## src/rtl/upg_loader_if.sv

```systemverilog
// Programming-port bundle between the UART-side driver and upg_loader.
// Carries session control, the received byte strobe, and the memory write port.
// Port summary: start/abort/rx_* flow into the loader; upg_*/busy/err flow out.
interface upg_loader_if #(
    parameter int ADDR_W = 14
) ();
    logic              start_i;
    logic              abort_i;
    logic              rx_valid_i;
    logic [7:0]        rx_data_i;
    logic              upg_wen_o;
    logic [ADDR_W:0]   upg_adr_o;
    logic [31:0]       upg_dat_o;
    logic              upg_done_o;
    logic              busy_o;
    logic              err_o;

    // Driver side (UART receiver / session controller)
    modport master (
        output start_i, abort_i, rx_valid_i, rx_data_i,
        input  upg_wen_o, upg_adr_o, upg_dat_o, upg_done_o, busy_o, err_o
    );

    // Loader side
    modport slave (
        input  start_i, abort_i, rx_valid_i, rx_data_i,
        output upg_wen_o, upg_adr_o, upg_dat_o, upg_done_o, busy_o, err_o
    );
endinterface

```

## src/rtl/upg_loader.sv

```systemverilog
// Purpose: packs UART bytes into LE 32-bit words and writes imem then dmem via upg_*.
// Latency: write strobe in the cycle after the 4th byte of a word is received.
// Backpressure: none; every rx_valid byte is taken, including in the write cycle.
// Ports: clk/rst_n plain; bus (slave) carries start/abort/rx bytes in and the
// memory write port plus done/busy/err status out.
module upg_loader #(
    parameter int ADDR_W  = 14,
    parameter int WORDS   = 16384,
    parameter int TIMEOUT = 10000000,
    parameter int TO_W    = 24
) (
    input  logic         clk,
    input  logic         rst_n,
    upg_loader_if.slave  bus
);
    typedef enum logic [1:0] {
        IDLE  = 2'd0,
        RECV  = 2'd1,
        WRITE = 2'd2,
        DONE  = 2'd3
    } state_t;

    localparam logic [ADDR_W-1:0] LAST_IDX = ADDR_W'(WORDS - 1);
    localparam logic [TO_W-1:0]   TO_LAST  = TO_W'(TIMEOUT - 1);

    state_t            state_q, state_d;
    logic [1:0]        lane_q, lane_d;
    logic [23:0]       asm_q, asm_d;     // lanes 0..2; lane 3 goes straight to dat
    logic              sel_q, sel_d;     // 0 = imem, 1 = dmem
    logic [ADDR_W-1:0] idx_q, idx_d;
    logic [TO_W-1:0]   to_q, to_d;
    logic [ADDR_W:0]   adr_q, adr_d;
    logic [31:0]       dat_q, dat_d;
    logic              done_q, done_d;
    logic              busy_q, busy_d;
    logic              err_q, err_d;

    always_ff @(posedge clk or negedge rst_n) begin
        if (!rst_n) begin
            state_q <= IDLE;
            lane_q  <= '0;
            asm_q   <= '0;
            sel_q   <= 1'b0;
            idx_q   <= '0;
            to_q    <= '0;
            adr_q   <= '0;
            dat_q   <= '0;
            done_q  <= 1'b0;
            busy_q  <= 1'b0;
            err_q   <= 1'b0;
        end else begin
            state_q <= state_d;
            lane_q  <= lane_d;
            asm_q   <= asm_d;
            sel_q   <= sel_d;
            idx_q   <= idx_d;
            to_q    <= to_d;
            adr_q   <= adr_d;
            dat_q   <= dat_d;
            done_q  <= done_d;
            busy_q  <= busy_d;
            err_q   <= err_d;
        end
    end

    always_comb begin
        state_d = state_q;
        lane_d  = lane_q;
        asm_d   = asm_q;
        sel_d   = sel_q;
        idx_d   = idx_q;
        to_d    = to_q;
        adr_d   = adr_q;
        dat_d   = dat_q;
        done_d  = done_q;
        busy_d  = busy_q;
        err_d   = err_q;

        case (state_q)
            IDLE, DONE: begin
                // Bytes are ignored here, even alongside start_i.
                if (bus.start_i) begin
                    state_d = RECV;
                    busy_d  = 1'b1;
                    done_d  = 1'b0;
                    err_d   = 1'b0;
                    lane_d  = '0;
                    sel_d   = 1'b0;
                    idx_d   = '0;
                    to_d    = '0;
                end
            end
            RECV: begin
                if (bus.abort_i) begin
                    state_d = IDLE;
                    err_d   = 1'b1;
                    busy_d  = 1'b0;
                    lane_d  = '0;
                end else if (bus.rx_valid_i) begin
                    // A byte in the expiry cycle still counts as activity.
                    to_d = '0;
                    if (lane_q == 2'd3) begin
                        dat_d   = {bus.rx_data_i, asm_q};
                        adr_d   = {sel_q, idx_q};
                        lane_d  = '0;
                        state_d = WRITE;
                    end else begin
                        lane_d = lane_q + 2'd1;
                        case (lane_q)
                            2'd0:    asm_d[7:0]   = bus.rx_data_i;
                            2'd1:    asm_d[15:8]  = bus.rx_data_i;
                            default: asm_d[23:16] = bus.rx_data_i;
                        endcase
                    end
                end else if (to_q == TO_LAST) begin
                    // Partial word is dropped; nothing is written.
                    state_d = IDLE;
                    err_d   = 1'b1;
                    busy_d  = 1'b0;
                    lane_d  = '0;
                    to_d    = '0;
                end else begin
                    to_d = to_q + 1'b1;
                end
            end
            WRITE: begin
                if (bus.abort_i) begin
                    state_d = IDLE;
                    err_d   = 1'b1;
                    busy_d  = 1'b0;
                    lane_d  = '0;
                end else begin
                    to_d    = '0;
                    state_d = RECV;
                    // The assembly register is free again, so a byte here
                    // becomes lane 0 of the next word.
                    if (bus.rx_valid_i) begin
                        asm_d[7:0] = bus.rx_data_i;
                        lane_d     = 2'd1;
                    end
                    if (idx_q == LAST_IDX) begin
                        idx_d = '0;
                        if (sel_q) begin
                            state_d = DONE;
                            done_d  = 1'b1;
                            busy_d  = 1'b0;
                        end else begin
                            sel_d = 1'b1;
                        end
                    end else begin
                        idx_d = idx_q + 1'b1;
                    end
                end
            end
            default: state_d = IDLE;
        endcase
    end

    // Strobe is decoded from state so an abort can suppress it in the same cycle.
    assign bus.upg_wen_o  = (state_q == WRITE) && !bus.abort_i;
    assign bus.upg_adr_o  = adr_q;
    assign bus.upg_dat_o  = dat_q;
    assign bus.upg_done_o = done_q;
    assign bus.busy_o     = busy_q;
    assign bus.err_o      = err_q;
endmodule

```

## src/flat_wrapper.sv

```systemverilog
// flat-port wrapper written by rule: the top's interface ports become plain ports
module upg_loader_flat 
#(
    parameter int ADDR_W  = 14,
    parameter int WORDS   = 16384,
    parameter int TIMEOUT = 10000000,
    parameter int TO_W    = 24
)
  (clk, rst_n, bus_start_i, bus_abort_i, bus_rx_valid_i, bus_rx_data_i, bus_upg_wen_o, bus_upg_adr_o, bus_upg_dat_o, bus_upg_done_o, bus_busy_o, bus_err_o);
  upg_loader_if #(.ADDR_W(ADDR_W)) bus_i ();
  input  logic clk;
  input  logic rst_n;
  input wire logic [$bits(bus_i.start_i)-1:0] bus_start_i;
  input wire logic [$bits(bus_i.abort_i)-1:0] bus_abort_i;
  input wire logic [$bits(bus_i.rx_valid_i)-1:0] bus_rx_valid_i;
  input wire logic [$bits(bus_i.rx_data_i)-1:0] bus_rx_data_i;
  output wire logic [$bits(bus_i.upg_wen_o)-1:0] bus_upg_wen_o;
  output wire logic [$bits(bus_i.upg_adr_o)-1:0] bus_upg_adr_o;
  output wire logic [$bits(bus_i.upg_dat_o)-1:0] bus_upg_dat_o;
  output wire logic [$bits(bus_i.upg_done_o)-1:0] bus_upg_done_o;
  output wire logic [$bits(bus_i.busy_o)-1:0] bus_busy_o;
  output wire logic [$bits(bus_i.err_o)-1:0] bus_err_o;
  assign bus_i.start_i = bus_start_i;
  assign bus_i.abort_i = bus_abort_i;
  assign bus_i.rx_valid_i = bus_rx_valid_i;
  assign bus_i.rx_data_i = bus_rx_data_i;
  assign bus_upg_wen_o = bus_i.upg_wen_o;
  assign bus_upg_adr_o = bus_i.upg_adr_o;
  assign bus_upg_dat_o = bus_i.upg_dat_o;
  assign bus_upg_done_o = bus_i.upg_done_o;
  assign bus_busy_o = bus_i.busy_o;
  assign bus_err_o = bus_i.err_o;
  upg_loader #(.ADDR_W(ADDR_W), .WORDS(WORDS), .TIMEOUT(TIMEOUT), .TO_W(TO_W)) u_core (.clk(clk), .rst_n(rst_n), .bus(bus_i));
endmodule
```

## config.mk

```make
export PLATFORM = sky130hd
export DESIGN_NAME = upg_loader_flat
export DESIGN_NICKNAME = d
export VERILOG_FILES = /design/src/rtl/upg_loader_if.sv /design/src/rtl/upg_loader.sv /design/src/flat_wrapper.sv
export SDC_FILE = /design/constraint.sdc
export NUM_CORES = 1
export LEC_CHECK = 0
export CAP_MARGIN = 40
export CORE_MARGIN = 3
export CORE_UTILIZATION = 56
export CTS_CLUSTER_SIZE = 20
export DETAILED_ROUTE_END_ITERATION = 6
export GPL_TIMING_DRIVEN = 0
export PLACE_DENSITY = 0.79
export REMOVE_ABC_BUFFERS = 1
export SYNTH_ARGS = -nofsm -noshare
export SYNTH_HDL_FRONTEND = slang
export SYNTH_SLANG_ARGS = --single-unit
```

## constraint.sdc

```tcl
create_clock -name clk -period 2.44 [get_ports clk]
set_input_delay 0.488 -clock clk [delete_from_list [all_inputs] [get_ports clk]]
set_output_delay 0.488 -clock clk [all_outputs]
set_load 0.005 [all_outputs]
```

==> key figures, run 1 <==
GRT
  • First-pass GRT wire length: 18960 µm
  • Total GRT Usage: 22.90%
  • Pin count of the biggest net entering global routing: 47
  • Vias in the first global route: 3919
  • Initial antenna violation count: 0
  • Aggregate global routing overflow: 0

Synth
  • Number of synthesized flops with an enable pin: 0
  • Largest cells by area after synthesis: dfrtp_1 (55%), mux2_2 (14%), xnor2_1 (2.6%)
  • Gate count after technology mapping: 444
  • #FFs+latches synth: 117
  • Yosys top cell by area: dfrtp_1
  • Post-synthesis sequential area ratio: 55.21%
  • Ys async rst share: 100.0%
  • Netlist cell types: 55
  • Main flop type after synthesis: dfrtp_1
  • Synth Area per Inst: 11.94 µm²
  • Post-synth design cell area: 5303 µm²
  • Post-synth top cells: dfrtp_1 (117), mux2_2 (65), nor2_1 (29), nand2_1 (28)
  • Yosys warnings: 0
  • Area share of the largest cell type after synthesis: 55.21%
  • Most common cell in the synthesized netlist: dfrtp_1

Clock tree
  • # clock sinks: 117
  • CTS max path bufs: 2
  • Worst skew pair latency: 0.51 ns
  • CTS tree: done
  • Worst-path clk slew: 0.06 ns
  • Maximum level of the CTS H-tree: 4
  • Root Driver: clkbuf_8
  • CTS buffer count: 17

Power and ir drop
  • Worst vdd ir: 0.6986 mV
  • Lkg Pwr: 0.003084 µW
  • Sw frac: 29.16%
  • Pwr/cell area: 868.9 nW/µm²
  • Net switching power: 1697 µW
  • Cell-internal power: 4123 µW
  • Clock Power Share: 39.9%
  • Combinational group share of total power: 20.9%
  • Sequential Power Share: 39.2%

Routing
  • Routed WL per cell: 17.03 µm
  • # DRC: 0
  • Via density: 5.841
  • Drt pass-1 iters: 5
  • DRT iter0 DRCs: 182
  • Total Wirelength: 11170 µm
  • DR vias: 3832
  • Final antenna-violating net count: 0

Place
  • DP Area: 6082 µm²
  • Cell count after placement: 621
  • Port bufs: 63
  • Detailed Place HPWL: 7375 µm
  • Routability cong.: 0.8295

STA
  • Period minus WS final: 2.383 ns
  • Worst slew margin: 42.50%
  • Final Hold Vio Count: 0
  • Max Freq: 0.4197 GHz
  • Max Slew Vio Count: 0
  • Period Utilization, post-route: 97.65%
  • Layout Skew: 0.008398 ns
  • Least-Margin Pin Slew: 0.8593 ns
  • Setup violators final: 0

Floorplanning
  • Core region area: 8976 µm²
  • Initial Utilization: 59.07%
  • Die height: 103.3 µm
  • Die area: 10670 µm²
  • Die X: 103.3 µm
  • # rows: 34
  • # IOs: 64

Critical path
  • Max stage delay on crit path: 0.50 ns
  • Worst-path fanout max: 4
  • Worst Path Buf+Inv: 3
  • Data arrival time of the worst path: 1.89 ns
  • Critical path class: reg2out
  • CP delay by family, top: buffers and inverters
  • Worst Setup End Kind: output port
  • Register-to-Register Path Depth: 6
  • CP Depth: 5
  • Startpoint types: register
  • CP cell instances: inv_1 > ha_4 > nand2b_2 > clkinv_2 > clkdlybuf4s50_1
  • CP max-delay cell: clkdlybuf4s50_1
  • Worst path required time: 1.95 ns

Cells and area
  • Final Non-Filler Cells: 656
  • Ant diodes: 0
  • Fraction of layout cells with a size suffix above 1: 22.26%
  • Area delta synth->final: 26.31%
  • Final Cell Area: 6698 µm²
  • Nets: 538

Run
  • Total of max-cap violations: 0

Hold path
  • Worst hold path type: in2async

Run status
  • Outcome: completed
stage by stage:
stage / setup TNS [ns] / hold WS [ns] / setup WS, ns / util [%] / total power (µW)
final: 0 / 0.4594 / 0.05738 / 74.62 / 5820
after global routing: -0.01516 / 0.4952 / -0.01516 / 74.62 / 6106
after CTS: 0 / 0.4665 / 0.08010 / 74.53 / 5826
after detailed placement: -9.081 / 0.4550 / -0.2206 / 67.76 / 3456
after global placement: -457.46 / 0.4597 / -3.444 / 67.01 / 3393
after floorplan: -4.362 / 0.1924 / -0.1011 / - / 3079
kinds of logic (layout without fill, tap and decap cells):
family,Yosys count,after routing,share of synthesized area [%]
flops,117,117,55.21
fa+ha+maj,8,8,1.888
buf+inv,27,113,2.289
mux,73,73,15.46
compound gates,62,62,8.117
xor+xnor,19,19,3.138
simple gates,138,138,13.90
cell usage in the layout (no fill, tap or decap), types with 4 or more instances in the layout:
master and n:
and3_1 9, inv_1 11, a21o_1 4, dfrtp_1 117
o21ai_0 18, nand4_1 6, nor2b_1 5, nand2_1 27
clkinv_2 5, nor2_1 29, ha_1 7, nor4_1 10
a21oi_1 6, xnor2_1 16, and2_1 4, nor3_1 8
mux2_2 65, a22o_1 10, clkdlybuf4s50_1 62, clkbuf_16 16
nand3_1 18, clkbuf_8 5, mux2_1 6
power groups by stage:
| stage | logic (µW) | clock network (µW) | registers [µW] |
|---|---|---|---|
| 2_1_floorplan | 802 | 0 | 2280 |
| 3_3_place_gp | 1100 | 0 | 2300 |
| 4_1_cts | 1200 | 2350 | 2280 |
| 3_5_place_dp | 1150 | 0 | 2310 |
| 6_report | 1210 | 2320 | 2280 |
| 5_1_grt | 1340 | 2450 | 2310 |
worst paths after layout:
check                                               startpoint                              endpoint  slack, ns
max reg2reg                      u_core.state_q[0]$_DFFE_PN0P_           u_core.to_q[10]$_DFFE_PN0P_       0.17
max in group asynchronous                                rst_n   u_core.bus.upg_adr_o[8]$_DFFE_PN0P_       1.14
min                                                      rst_n  u_core.bus.upg_dat_o[21]$_DFFE_PN0P_       0.46
min reg2reg                u_core.bus.upg_adr_o[8]$_DFFE_PN0P_   u_core.bus.upg_adr_o[8]$_DFFE_PN0P_       0.49
max                              u_core.state_q[0]$_DFFE_PN0P_                         bus_upg_wen_o       0.06
min in group clk           u_core.bus.upg_adr_o[8]$_DFFE_PN0P_   u_core.bus.upg_adr_o[8]$_DFFE_PN0P_       0.49
layer usage:
layer  wire (µm)  track usage [%]  up-vias
met5           0                0        -
met4          65            6.474        0
met3         569            5.500        8
li1            -                -     1753
met1        4966            30.28     1953
met2        5569            37.99      118
state kept, by name (all words and copies together) (netlist names):
name and count:
u_core.bus.upg_dat_o 32, u_core.asm_q 24, u_core.to_q 24, u_core.bus.upg_adr_o 15
u_core.idx_q 14, u_core.lane_q 2, u_core.state_q 2, u_core.bus.busy_o 1
u_core.bus.err_o 1, u_core.bus.upg_done_o 1, u_core.sel_q 1
repair_timing:
item	in CTS	in global routing
hold buffers	1	0
resized for setup	3	2
setup endpoints to repair	1	20
cloned	0	0
hold endpoints to repair	31	0
setup buffers	2	0
area by class of cell:
cell class	count	area [µm²]
clock buffers	21	469.2
clock inverters	11	100.1
fillers	588	2278
inverters	12	46.29
multi-input cells	300	2276
flip-flops and latches	117	2928
well taps	126	157.7
repair buffers	69	720.7
Note: power is estimated with default switching activity, not from simulation.
==> inputs of run 2 (changes only) <==
- SETUP_SLACK_MARGIN: default -> 0.2
==> key figures, run 2 (synthesis results as in run 1) <==
Run status
  • Outcome: completed (unchanged)

Cells and area
  • Final Cell Area: 6748 µm² (was 6698 µm²)
  • Commonest non-fill, non-tap cell in the layout: dfrtp_1 (unchanged)
  • Commonest non-fill, non-tap cells in the layout: dfrtp_1 (117), mux2_2 (65), clkdlybuf4s50_1 (62) (unchanged)
  • Fraction of layout cells with a size suffix above 1: 23.96% (was 22.26%)
  • Nets: 538 (unchanged)
  • Ant diodes: 0 (unchanged)
  • Max reg flops: 32 (unchanged)
  • Area delta synth->final: 27.25% (was 26.31%)
  • Final Non-Filler Cells: 656 (unchanged)
  • FILL cells: 569 (was 588)

Clock tree
  • Worst-path clk slew: 0.06 ns (about the same)
  • Worst skew pair latency: 0.51 ns (about the same)
  • CTS tree: done (unchanged)
  • Root Driver: clkbuf_8 (unchanged)
  • CTS buffer count: 17 (unchanged)
  • # clock sinks: 117 (unchanged)
  • CTS max path bufs: 2 (unchanged)
  • Maximum level of the CTS H-tree: 4 (unchanged)

Place
  • Routability cong.: 0.8295 (unchanged)
  • Cell count after placement: 621 (unchanged)
  • DP Area: 6082 µm² (unchanged)
  • Pre-CTS setup slack: -0.2206 ns (unchanged)
  • Detailed Place HPWL: 7375 µm (unchanged)
  • Port bufs: 63 (unchanged)

Floorplanning
  • Initial Utilization: 59.07% (unchanged)
  • Die height: 103.3 µm (unchanged)
  • # rows: 34 (unchanged)
  • Die area: 10670 µm² (unchanged)
  • # IOs: 64 (unchanged)
  • Die X: 103.3 µm (unchanged)
  • Core region area: 8976 µm² (unchanged)

Power and ir drop
  • Worst vdd ir: 0.7026 mV (was 0.6986 mV)
  • Lkg Pwr: 0.003072 µW (was 0.003084 µW)
  • Pwr/cell area: 867.3 nW/µm² (was 868.9 nW/µm²)

Critical path
  • Data arrival time of the worst path: 1.84 ns (was 1.89 ns)
  • Worst-path fanout max: 4 (unchanged)
  • Reg2Reg Setup Slack: 0.29 ns (was 0.17 ns)
  • Worst Setup End Kind: output port (unchanged)
  • CP cell instances: clkdlybuf4s50_1 > nand2b_2 > clkinv_2 > clkdlybuf4s50_1 (was inv_1 > ha_4 > nand2b_2 > clkinv_2 > clkdlybuf4s50_1)
  • Critical path class: in2out (was reg2out)
  • Worst path required time: 1.95 ns (about the same)
  • Max stage delay on crit path: 0.50 ns (about the same)
  • CP max-delay cell: clkdlybuf4s50_1 (unchanged)
  • Cell mode on critical path: clkdlybuf4s50_1
  • Startpoint types: input port (was register)

STA
  • Final Hold Vio Count: 0 (unchanged)
  • Period Utilization, post-route: 95.25% (was 97.65%)
  • Period minus WS final: 2.324 ns (was 2.383 ns)
  • Hold WS: 0.4607 ns (was 0.4594 ns)
  • Final worst setup slack: 0.1158 ns (was 0.05738 ns)
  • Max Slew Vio Count: 0 (unchanged)
  • Worst slew margin: 65.32% (was 42.50%)
  • Max Freq: 0.4303 GHz (was 0.4197 GHz)
  • RSZ-0062 raised after global routing: true
  • Setup tns final: 0 ns (unchanged)
  • Setup violators final: 0 (unchanged)
  • Layout Skew: 0.007900 ns (was 0.008398 ns)
  • Least-Margin Pin Slew: 0.5197 ns (was 0.8593 ns)

GRT
  • First-pass GRT wire length: 18960 µm (unchanged)
  • M1 GR Usage: 30.28% (unchanged)
  • Total GRT Usage: 22.90% (unchanged)
  • Pin count of the biggest net entering global routing: 47 (unchanged)
  • Vias in the first global route: 3919 (unchanged)
  • Gr busiest metal: met2 (unchanged)
  • Grt met3 use: 5.500% (unchanged)
  • Aggregate global routing overflow: 0 (unchanged)
  • Initial antenna violation count: 0 (unchanged)
  • M2 GR Usage: 37.99% (unchanged)

Routing
  • Routed WL per cell: 17.21 µm (was 17.03 µm)
  • Drt pass-1 iters: 5 (unchanged)
  • Final antenna-violating net count: 0 (unchanged)
  • # DRC: 0 (unchanged)
  • Via density: 5.889 (was 5.841)
  • Total Wirelength: 11290 µm (was 11170 µm)
  • DRT iter0 DRCs: 262 (was 182)
  • DR vias: 3863 (was 3832)

Hold path
  • Worst hold path type: in2async (unchanged)

Run
  • Total of max-cap violations: 0 (unchanged)
## run 2: metrics by stage
step	total power [µW]	util, %
floorplan	3079	-
global placement	3393	67.01
detailed placement	3456	67.76
CTS	5829	74.59
global route	6134	75.17
finish	5852	75.17
## run 2: area by class of cell
class	count	area, µm²	share of cell area [%]
sequential	117	2928	43.39
multi-input combinational	300	2326	34.47
tap	126	157.7	2.336
clock buffer	21	469.2	6.953
clock inverter	11	100.1	1.483
inverter	12	46.29	0.6861
timing repair buffer	69	720.7	10.68
## run 2: power breakdown
group,switching [µW],internal [µW],total [µW]
logic,722,521,1240
registers,128,2160,2290
clock network,866,1460,2320
total,1720,4140,5850
## run 2: final timing paths
kind	start	end	cells past startpoint
setup / recovery	bus_abort_i	bus_upg_wen_o	4
hold / removal	rst_n	u_core.bus.upg_dat_o[21]$_DFFE_PN0P_	2
setup reg to reg	u_core.state_q[1]$_DFFE_PN0P_	u_core.to_q[21]$_DFFE_PN0P_	7
hold reg to reg	u_core.bus.upg_adr_o[8]$_DFFE_PN0P_	u_core.bus.upg_adr_o[8]$_DFFE_PN0P_	2
max in group asynchronous	rst_n	u_core.idx_q[2]$_DFFE_PN0P_	4
min in group clk	u_core.bus.upg_adr_o[8]$_DFFE_PN0P_	u_core.bus.upg_adr_o[8]$_DFFE_PN0P_	2
## run 2: what timing repair did
action                     CTS  global route
hold endpoints to repair    31             0
pin swaps                    0             0
buffers inserted             2             0
resized for setup            5            11
setup endpoints to repair   38            48
hold buffers                 1             0
## run 2: routing by layer
metal  wire length (µm)  vias up
met5                  0        -
met4                 64        0
met3                607       10
met2               5643      133
met1               4976     1957
li1                   -     1763
## run 2: worst max-delay path, delay by kind of cell
family / cells / cell delay (ns)
and+or+nand+nor: 1 / 0.27
buffers and inverters: 3 / 1.08
==> inputs of run 3 (changes only) <==
- CTS_CLUSTER_SIZE: 20 -> default
- PLACE_DENSITY: 0.79 -> 0.89
==> key figures, run 3 (synthesis results as in run 1) <==
GRT
  • Vias in the first global route: 4112 (was 3919)
  • Aggregate global routing overflow: 0 (unchanged)
  • Initial antenna violation count: 0 (unchanged)
  • Pin count of the biggest net entering global routing: 66 (was 47)
  • Total GRT Usage: 25.48% (was 22.90%)
  • Gr busiest metal: met2 (unchanged)
  • M2 GR Usage: 42.33% (was 37.99%)
  • M1 GR Usage: 32.03% (was 30.28%)
  • First-pass GRT wire length: 20900 µm (was 18960 µm)
  • Grt met3 use: 5.969% (was 5.500%)

Floorplanning
  • # IOs: 64 (unchanged)
  • Die height: 103.3 µm (unchanged)
  • # rows: 34 (unchanged)
  • Die area: 10670 µm² (unchanged)
  • Initial Utilization: 59.07% (unchanged)
  • Die X: 103.3 µm (unchanged)
  • Core region area: 8976 µm² (unchanged)

Power and ir drop
  • Worst vdd ir: 0.5891 mV (was 0.7026 mV)
  • Clock Power Share: 40.8% (was 39.7%)
  • Power, Total: 6129 µW (was 5852 µW)
  • Sw frac: 31.58% (was 29.32%)
  • Lkg Pwr: 0.003105 µW (was 0.003072 µW)
  • Sequential Power Share: 37.8% (was 39.1%)
  • Pwr/cell area: 904.4 nW/µm² (was 867.3 nW/µm²)
  • Cell-internal power: 4193 µW (was 4136 µW)
  • Net switching power: 1935 µW (was 1716 µW)
  • Combinational group share of total power: 21.4% (was 21.2%)

Cells and area
  • Max reg flops: 32 (unchanged)
  • Commonest non-fill, non-tap cells in the layout: dfrtp_1 (117), mux2_2 (65), clkdlybuf4s50_1 (61) (was dfrtp_1 (117), mux2_2 (65), clkdlybuf4s50_1 (62))
  • Final Non-Filler Cells: 654 (was 656)
  • FILL cells: 476 (was 569)
  • Final Cell Area: 6777 µm² (was 6748 µm²)
  • Nets: 536 (was 538)
  • Commonest non-fill, non-tap cell in the layout: dfrtp_1 (unchanged)
  • Fraction of layout cells with a size suffix above 1: 24.62% (was 23.96%)
  • Ant diodes: 0 (unchanged)
  • Area delta synth->final: 27.80% (was 27.25%)

Run
  • Total of max-cap violations: 0 (unchanged)

Critical path
  • Data arrival time of the worst path: 2.73 ns (was 1.84 ns)
  • CP delay by family, top: simple AND/OR/NAND/NOR gates (was buffers and inverters)
  • Critical path class: reg2reg (was in2out)
  • CP cell instances: inv_1 > ha_1 > and2b_1 > and2_2 > nand2_8 > buf_16 > mux2_1 (was clkdlybuf4s50_1 > nand2b_2 > clkinv_2 > clkdlybuf4s50_1)
  • CP max-delay cell: dfrtp_1 (was clkdlybuf4s50_1)
  • Worst-path fanout max: 29 (was 4)
  • Max stage delay on crit path: 0.44 ns (was 0.50 ns)
  • Worst path required time: 2.84 ns (was 1.95 ns)
  • Worst Path Buf+Inv: 2 (was 3)
  • Worst Setup End Kind: register (was output port)
  • Reg2Reg Setup Slack: 0.11 ns (was 0.29 ns)
  • Startpoint types: register (was input port)

Clock tree
  • Worst-path clk slew: 0.06 ns (about the same)
  • Worst skew pair latency: 0.52 ns (was 0.51 ns)
  • CTS tree: done (unchanged)
  • Root Driver: clkbuf_8 (unchanged)
  • Maximum level of the CTS H-tree: 4 (unchanged)
  • CTS max path bufs: 2 (unchanged)
  • CTS buffer count: 17 (unchanged)
  • # clock sinks: 117 (unchanged)
  • Hold_buf cts: 0 (was 1)

STA
  • RSZ-0062 raised after global routing: true (unchanged)
  • Period minus WS final: 2.326 ns (was 2.324 ns)
  • Final worst setup slack: 0.1143 ns (was 0.1158 ns)
  • Setup violators final: 0 (unchanged)
  • Max Slew Vio Count: 0 (unchanged)
  • Period Utilization, post-route: 95.32% (was 95.25%)
  • Worst slew margin: 54.10% (was 65.32%)
  • Max Freq: 0.4300 GHz (was 0.4303 GHz)
  • Layout Skew: 0.007677 ns (was 0.007900 ns)
  • Final Hold Vio Count: 0 (unchanged)
  • Hold WS: 0.004774 ns (was 0.4607 ns)
  • Least-Margin Pin Slew: 0.6885 ns (was 0.5197 ns)

Routing
  • Drt pass-1 iters: 5 (unchanged)
  • Final antenna-violating net count: 0 (unchanged)
  • Via density: 6.333 (was 5.889)
  • # DRC: 0 (unchanged)
  • DR vias: 4142 (was 3863)
  • Routed WL per cell: 20.86 µm (was 17.21 µm)
  • DRT iter0 DRCs: 530 (was 262)
  • Total Wirelength: 13640 µm (was 11290 µm)

Place
  • Port bufs: 63 (unchanged)
  • Routability cong.: 0.8713 (was 0.8295)
  • Pre-CTS setup slack: -0.2481 ns (was -0.2206 ns)
  • Detailed Place HPWL: 7629 µm (was 7375 µm)
  • DP Area: 6062 µm² (was 6082 µm²)
  • Cell count after placement: 620 (was 621)

Run status
  • Outcome: completed (unchanged)

Hold path
  • Worst hold path type: in2async (unchanged)
-- run 3: cell count changes in the layout (fill, tap and decap cells not counted), moves of 2 or more --
| cell | before | now |
|---|---|---|
| nand2_1 | 26 | 24 |
| nand2_2 | 1 | 3 |
| inv_6 | 1 | 4 |
| buf_12 | 2 | 0 |
| inv_8 | 0 | 2 |
| clkbuf_8 | 5 | 2 |
| clkinv_2 | 5 | 0 |
-- run 3: timing repair --
item	4_1_cts	5_1_grt
cloned	0	1
pin swaps	0	1
endpoints found under the setup margin	49	63
setup buffers	1	0
gates resized for setup	6	17
-- run 3: cell type report --
type,instances,area [µm²],area share (%)
clock buffer,18,427.9,6.315
clock inverter,14,167.7,2.474
inverter,12,47.55,0.7016
multi-input combinational,301,2355,34.75
sequential,117,2928,43.21
tap,126,157.7,2.326
timing repair buffer,66,693.2,10.23
-- run 3: routing by layer --
layer,wire [µm],vias to the layer above,part of all wire (%)
li1,-,1750,-
met1,5280,2034,39
met2,6754,281,50
met3,1065,77,7.8
met4,542,0,4.0
met5,0,-,0
-- run 3: path summary, 6_finish.rpt --
| kind | endpoint | depth (start not counted) | from |
|---|---|---|---|
| worst max register to register | u_core.bus.upg_dat_o[17]$_DFFE_PN0P_ | 7 | u_core.state_q[1]$_DFFE_PN0P_ |
| min in group clk | u_core.bus.upg_dat_o[20]$_DFFE_PN0P_ | 1 | u_core.asm_q[20]$_DFFE_PN0P_ |
| worst max-delay path | u_core.bus.upg_dat_o[17]$_DFFE_PN0P_ | 7 | u_core.state_q[1]$_DFFE_PN0P_ |
| worst min-delay path | u_core.bus.upg_dat_o[31]$_DFFE_PN0P_ | 1 | rst_n |
| worst min register to register | u_core.bus.upg_dat_o[20]$_DFFE_PN0P_ | 1 | u_core.asm_q[20]$_DFFE_PN0P_ |
| max in group asynchronous | u_core.state_q[1]$_DFFE_PN0P_ | 2 | rst_n |
-- run 3: metrics by stage --
stage	TNS, ns	util [%]
floorplan	-4.362	-
global placement	-449.27	67.01
detailed placement	-10.11	67.54
CTS	0	74.57
global route	0	75.49
finish	0	75.49
-- run 3: power groups by stage --
stage / Combinational [µW] / Sequential [µW] / Clock (µW)
2_1_floorplan: 802 / 2280 / 0
3_3_place_gp: 1090 / 2300 / 0
3_5_place_dp: 1130 / 2320 / 0
4_1_cts: 1240 / 2300 / 2500
5_1_grt: 1400 / 2330 / 2590
6_report: 1310 / 2310 / 2500
